--- src/rtl/sram_like_arbiter_pkg.sv ---
// Shared encodings for the two-master sram-like arbiter: grant states,
// response-routing IDs and access sizes.
package sram_like_arbiter_pkg;

    typedef enum logic [1:0] {
        GNT_IDLE = 2'd0,
        GNT_INST = 2'd1,
        GNT_DATA = 2'd2
    } gnt_e;

    localparam logic ID_INST = 1'b0;
    localparam logic ID_DATA = 1'b1;

    localparam logic [1:0] SIZE_BYTE = 2'd0;
    localparam logic [1:0] SIZE_HALF = 2'd1;
    localparam logic [1:0] SIZE_WORD = 2'd2;

    function automatic logic gnt_id(input gnt_e g);
        return (g == GNT_DATA) ? ID_DATA : ID_INST;
    endfunction

endpackage

--- src/rtl/sram_like_arbiter_id_fifo.sv ---
// 1-bit-wide ID FIFO remembering which master issued each accepted request.
// Push when full and pop when empty are ignored.
module arb_id_fifo #(
    parameter int DEPTH = 4
) (
    input  logic clk,
    input  logic reset,
    input  logic push,
    input  logic din,
    input  logic pop,
    output logic head,
    output logic full,
    output logic empty
);

    localparam int AW = $clog2(DEPTH);

    logic [DEPTH-1:0] mem;
    logic [AW-1:0]    wr_ptr;
    logic [AW-1:0]    rd_ptr;
    logic [AW:0]      count;
    logic             push_ok;
    logic             pop_ok;

    assign push_ok = push && !full;
    assign pop_ok  = pop && !empty;
    assign full    = (count == (AW+1)'(DEPTH));
    assign empty   = (count == '0);
    assign head    = mem[rd_ptr];

    always_ff @(posedge clk) begin
        if (reset) begin
            mem    <= '0;
            wr_ptr <= '0;
            rd_ptr <= '0;
            count  <= '0;
        end else begin
            if (push_ok) begin
                mem[wr_ptr] <= din;
                wr_ptr      <= wr_ptr + 1'b1;
            end
            if (pop_ok) begin
                rd_ptr <= rd_ptr + 1'b1;
            end
            // simultaneous push and pop leaves occupancy unchanged
            case ({push_ok, pop_ok})
                2'b10:   count <= count + 1'b1;
                2'b01:   count <= count - 1'b1;
                default: count <= count;
            endcase
        end
    end

endmodule

--- src/rtl/sram_like_arbiter.sv ---
// Shares one sram-like port between instruction fetch and the memory stage;
// routes in-order responses back using the ID FIFO.
//
//  state    | meaning
//  GNT_IDLE | no frozen selection; arbitrate combinationally (data first)
//  GNT_INST | inst request shown but not yet accepted; port locked to inst
//  GNT_DATA | data request shown but not yet accepted; port locked to data
module sram_like_arbiter
    import sram_like_arbiter_pkg::*;
#(
    parameter int OUTS_DEPTH = 4
) (
    input  logic        clk,
    input  logic        reset,
    input  logic        inst_req,
    input  logic        inst_wr,
    input  logic [1:0]  inst_size,
    input  logic [31:0] inst_addr,
    input  logic [31:0] inst_wdata,
    output logic        inst_addr_ok,
    output logic        inst_data_ok,
    output logic [31:0] inst_rdata,
    input  logic        data_req,
    input  logic        data_wr,
    input  logic [1:0]  data_size,
    input  logic [31:0] data_addr,
    input  logic [31:0] data_wdata,
    output logic        data_addr_ok,
    output logic        data_data_ok,
    output logic [31:0] data_rdata,
    output logic        m_req,
    output logic        m_wr,
    output logic [1:0]  m_size,
    output logic [31:0] m_addr,
    output logic [31:0] m_wdata,
    input  logic        m_addr_ok,
    input  logic        m_data_ok,
    input  logic [31:0] m_rdata,
    output logic        proto_err
);

    gnt_e gnt;
    gnt_e sel;
    logic lock;
    logic sel_req;
    logic accept;
    logic pop;
    logic fifo_head;
    logic fifo_full;
    logic fifo_empty;

    always_comb begin
        sel = GNT_IDLE;
        if (lock)          sel = gnt;
        else if (data_req) sel = GNT_DATA;
        else if (inst_req) sel = GNT_INST;
    end

    always_comb begin
        sel_req = 1'b0;
        if (sel == GNT_DATA)      sel_req = data_req;
        else if (sel == GNT_INST) sel_req = inst_req;
    end

    assign m_req   = !reset && sel_req && !fifo_full;
    assign m_wr    = (sel == GNT_DATA) ? data_wr    : inst_wr;
    assign m_size  = (sel == GNT_DATA) ? data_size  : inst_size;
    assign m_addr  = (sel == GNT_DATA) ? data_addr  : inst_addr;
    assign m_wdata = (sel == GNT_DATA) ? data_wdata : inst_wdata;

    assign accept       = m_req && m_addr_ok;
    assign inst_addr_ok = accept && (sel == GNT_INST);
    assign data_addr_ok = accept && (sel == GNT_DATA);

    assign pop          = !reset && m_data_ok && !fifo_empty;
    assign inst_data_ok = pop && (fifo_head == ID_INST);
    assign data_data_ok = pop && (fifo_head == ID_DATA);
    assign inst_rdata   = m_rdata;
    assign data_rdata   = m_rdata;

    // A shown-but-unaccepted request keeps the port, including while the FIFO
    // is full; a master withdrawing its request releases the lock.
    always_ff @(posedge clk) begin
        if (reset) begin
            gnt       <= GNT_IDLE;
            lock      <= 1'b0;
            proto_err <= 1'b0;
        end else begin
            if (m_data_ok && fifo_empty) begin
                proto_err <= 1'b1;
            end
            if (sel_req && !accept && (lock || m_req)) begin
                lock <= 1'b1;
                gnt  <= sel;
            end else begin
                lock <= 1'b0;
                gnt  <= GNT_IDLE;
            end
        end
    end

    arb_id_fifo #(
        .DEPTH(OUTS_DEPTH)
    ) u_id_fifo (
        .clk   (clk),
        .reset (reset),
        .push  (accept),
        .din   (gnt_id(sel)),
        .pop   (pop),
        .head  (fifo_head),
        .full  (fifo_full),
        .empty (fifo_empty)
    );

endmodule
--- config.mk ---
export PLATFORM = sky130hd
export DESIGN_NAME = sram_like_arbiter
export DESIGN_NICKNAME = d
export VERILOG_FILES = /design/src/rtl/sram_like_arbiter_pkg.sv /design/src/rtl/sram_like_arbiter_id_fifo.sv /design/src/rtl/sram_like_arbiter.sv
export SDC_FILE = /design/constraint.sdc
export NUM_CORES = 1
export LEC_CHECK = 0
export BUFFER_PORTS_ARGS = -buffer_cell sky130_fd_sc_hd__buf_2
export CAP_MARGIN = 0
export CORE_AREA = 2 2 119 121
export DETAILED_ROUTE_END_ITERATION = 7
export DIE_AREA = 0 0 121 123
export PLACE_DENSITY_LB_ADDON = 0.12
export RECOVER_POWER = 100
export SLEW_MARGIN = 15
export SYNTH_ARGS = -nofsm -noshare
export SYNTH_HDL_FRONTEND = slang
export SYNTH_SLANG_ARGS = --single-unit
--- constraint.sdc ---
create_clock -name clk -period 3.6 [get_ports clk]
set_clock_uncertainty 0.15 [all_clocks]
set_input_delay 0.18 -clock clk [delete_from_list [all_inputs] [get_ports clk]]
set_output_delay 0.18 -clock clk [all_outputs]
set_load 0.02 [all_outputs]
==> run metrics <==
status completed; Final GP Congestion 0.766; R2R cell count 9; fin crit period approximately 2.7 ns; GR Util All Layers 10.4%; worst hold path class in2reg; ranking of synthesized cells by area mux2_2 35%, buf_4 23%, dfxtp_1 14%; estimated wirelength of the detail-placed design 7450 microns; die span in y 123 microns; cts bufs inserted 3; Die Area ~15,000 sq um; Setup violations, final 0; Yosys top cell area share 35.2%; Max-slew headroom just under 70%; H-Tree Level Count 1; Final ANT Viol Nets 0; net count after synthesis 408; Peak Freq 372 MHz; Post-Syn Area 2140 sq um; layout cell share with drive strength beyond 1 about three fifths; Hold Fails Final Rpt 0; CTS max path bufs 2; Slew @ Worst Pin 0.483 ns; crit path from lock; Synth Area per Inst 9.31 sq um; Reg clk slew, reported paths 0.05 ns; RSZ-0062 raised after global routing false; routed len/inst about 15 microns; P&R area growth vs syn 35.3%; Reg-to-Reg Start lock; Cells after Synth 230; fin nets 552; #FFs+latches synth 15; first-pass GRT wire length ~12,000 microns; vias in the first global route ~2,000; final wirelength 8540 microns; Netlist cell types 34; cell area after layout 2900 sq um; Buf/Inv on CP 2; initial core utilization between 15 and 20%; Placement Cell Area around 2900 sq um; CP Class reg2reg; CP endpoint kind flip-flop; synth cell count leaders 67 x buf_4, 67 x mux2_2, 15 x dfxtp_1; Die Wd 121 microns; PostCTS Resize Cnt 0; Post-synth EDFFs 0; largest area contributor in the netlist mux2_2; crit-path cells inv_1 > o211a_1 > o21ai_4 > ha_1 > inv_1 > fa_1 > xor2_1 > or3_1 > a21oi_1; crit path DAT between 2 and 3 ns; critical path's most frequent cell inv_1; setup bufs post-CTS 0; sequential fraction of the synthesis area 14.0%; top_reg_cell synth dfxtp_1; PwrDens 292 nW/um^2; hold depth 3; Pleak 0.00131 uW; initial drt markers 33; Critical Path Max Stage Delay 0.51 ns; Core ar. 13,600 sq um; Synth Area in Adders 3.86%; fin. max-slew vios 0; reg2reg end u_id_fifo.count[2]; number of iterations in the first detailed-routing pass 4; Critical Path Slowest Stage Cell dfxtp_1; CP top delay family compound AO/OA/AOI/OAI gates; Row Count 43; DRC Markers 0; IO Pins 309; async set-or-reset flop fraction in the synthesized netlist 0%; setup TNS 0 ns; Compound-Gate Fraction of Synth Area approximately 4.6%; Vias/cell 3.75; Port Buf Inserts 212; largest family of logic cells by synthesized area multiplexers; pin count of the biggest net entering global routing 70; largest fanout on the critical path 7; crit path capture u_id_fifo.count[2]; ANT cells 0; Clock Sinks 15; hold_buf cts 0; Synth Area in Simple Gates around 8.5%; Max-Cap Viols 0; R2R Setup Slk 0.91 ns; Root Buffer clkbuf_16; Clock Latency Late Sink between 0.2 and 0.3 ns; element type at the critical path start flip-flop; GR Overflow Total 0; VDD IR max around 0.00013 V; hold_ws around 0.037 ns; initial antenna violation count 1; WP depth 9; Yosys warnings 0; Required @ worst endpoint 3.63 ns; CTS tree yes; final cycle utilization of the critical path 74.7%; post-synthesis mux area share 40.8%; DR vias 2,071; xor and xnor area share after synthesis around 1.6%; Util after Layout 21.3%
## metrics by stage
stage               power [uW]  setup WS [ns]  std cells
floorplan                  575           1.08        230
finish                     847          0.910        553
global route               904          0.729        553
detailed placement         650          0.912        549
global placement           651          0.973        549
CTS                        887          0.880        553
## cell usage in the layout, fill, tap and decap left out, drive strengths merged, types with 2 or more instances in the layout
cell type / count
buf: 145
clkbuf: 71
mux2: 68
dfxtp: 15
nor2: 13
inv: 7
nand2: 7
mux2i: 7
ha: 5
a21oi: 4
o211ai: 4
nor2b: 3
nor3: 2
nor3b: 2
o211a: 2
xor2: 2
xnor2: 2
and2: 2
o21ai: 2
## cell type report
type	instances	area (sq um)
clock inverter	1	7.51
timing repair buffer	213	996
tap	180	225
multi-input combinational	134	1270
clock buffer	3	75.1
inverter	7	26.3
fill	1554	10700
sequential	15	300
## power breakdown
| part | internal [uW] | switching (uW) | total [uW] |
|---|---|---|---|
| sequential | 178 | 12.3 | 190 |
| combinational | 186 | 243 | 429 |
| clock | 150 | 77.6 | 228 |
| total | 514 | 333 | 847 |
## flip-flops by register name, summed over array words and instances (netlist names)
| register | flops |
|---|---|
| u_id_fifo.wr_ptr | 2 |
| u_id_fifo.rd_ptr | 2 |
| u_id_fifo.mem | 4 |
| gnt | 2 |
| lock | 1 |
| proto_err | 1 |
| u_id_fifo.count | 3 |
## routing by layer
layer	routed length, microns	global-route usage (%)	up-vias
li1	-	-	1008
met1	3100	11.6	927
met2	4360	17.8	129
met3	1000	5.07	7
met4	71	2.11	0
met5	0	0	-
## how the worst min path moves through the flow
stage	from	end
floorplan	m_data_ok	proto_err
global placement	m_rdata[1]	data_rdata[1]
detailed placement	m_rdata[1]	data_rdata[1]
CTS	m_data_ok	proto_err
global route	m_data_ok	proto_err
finish	m_data_ok	proto_err
## logic make-up (layout without fill, tap and decap cells)
group	Yosys count	after routing
flops	15	15
mux	76	76
fa+ha+maj	6	6
simple gates	35	35
xor+xnor	4	4
buf+inv	81	224
compound gates	13	13
## worst min-delay path: stages
cell and delay, ns:
buf_2 0.09, a21oi_1 0.05, nor2_1 0.07
Note: power is estimated with default switching activity, not from simulation.
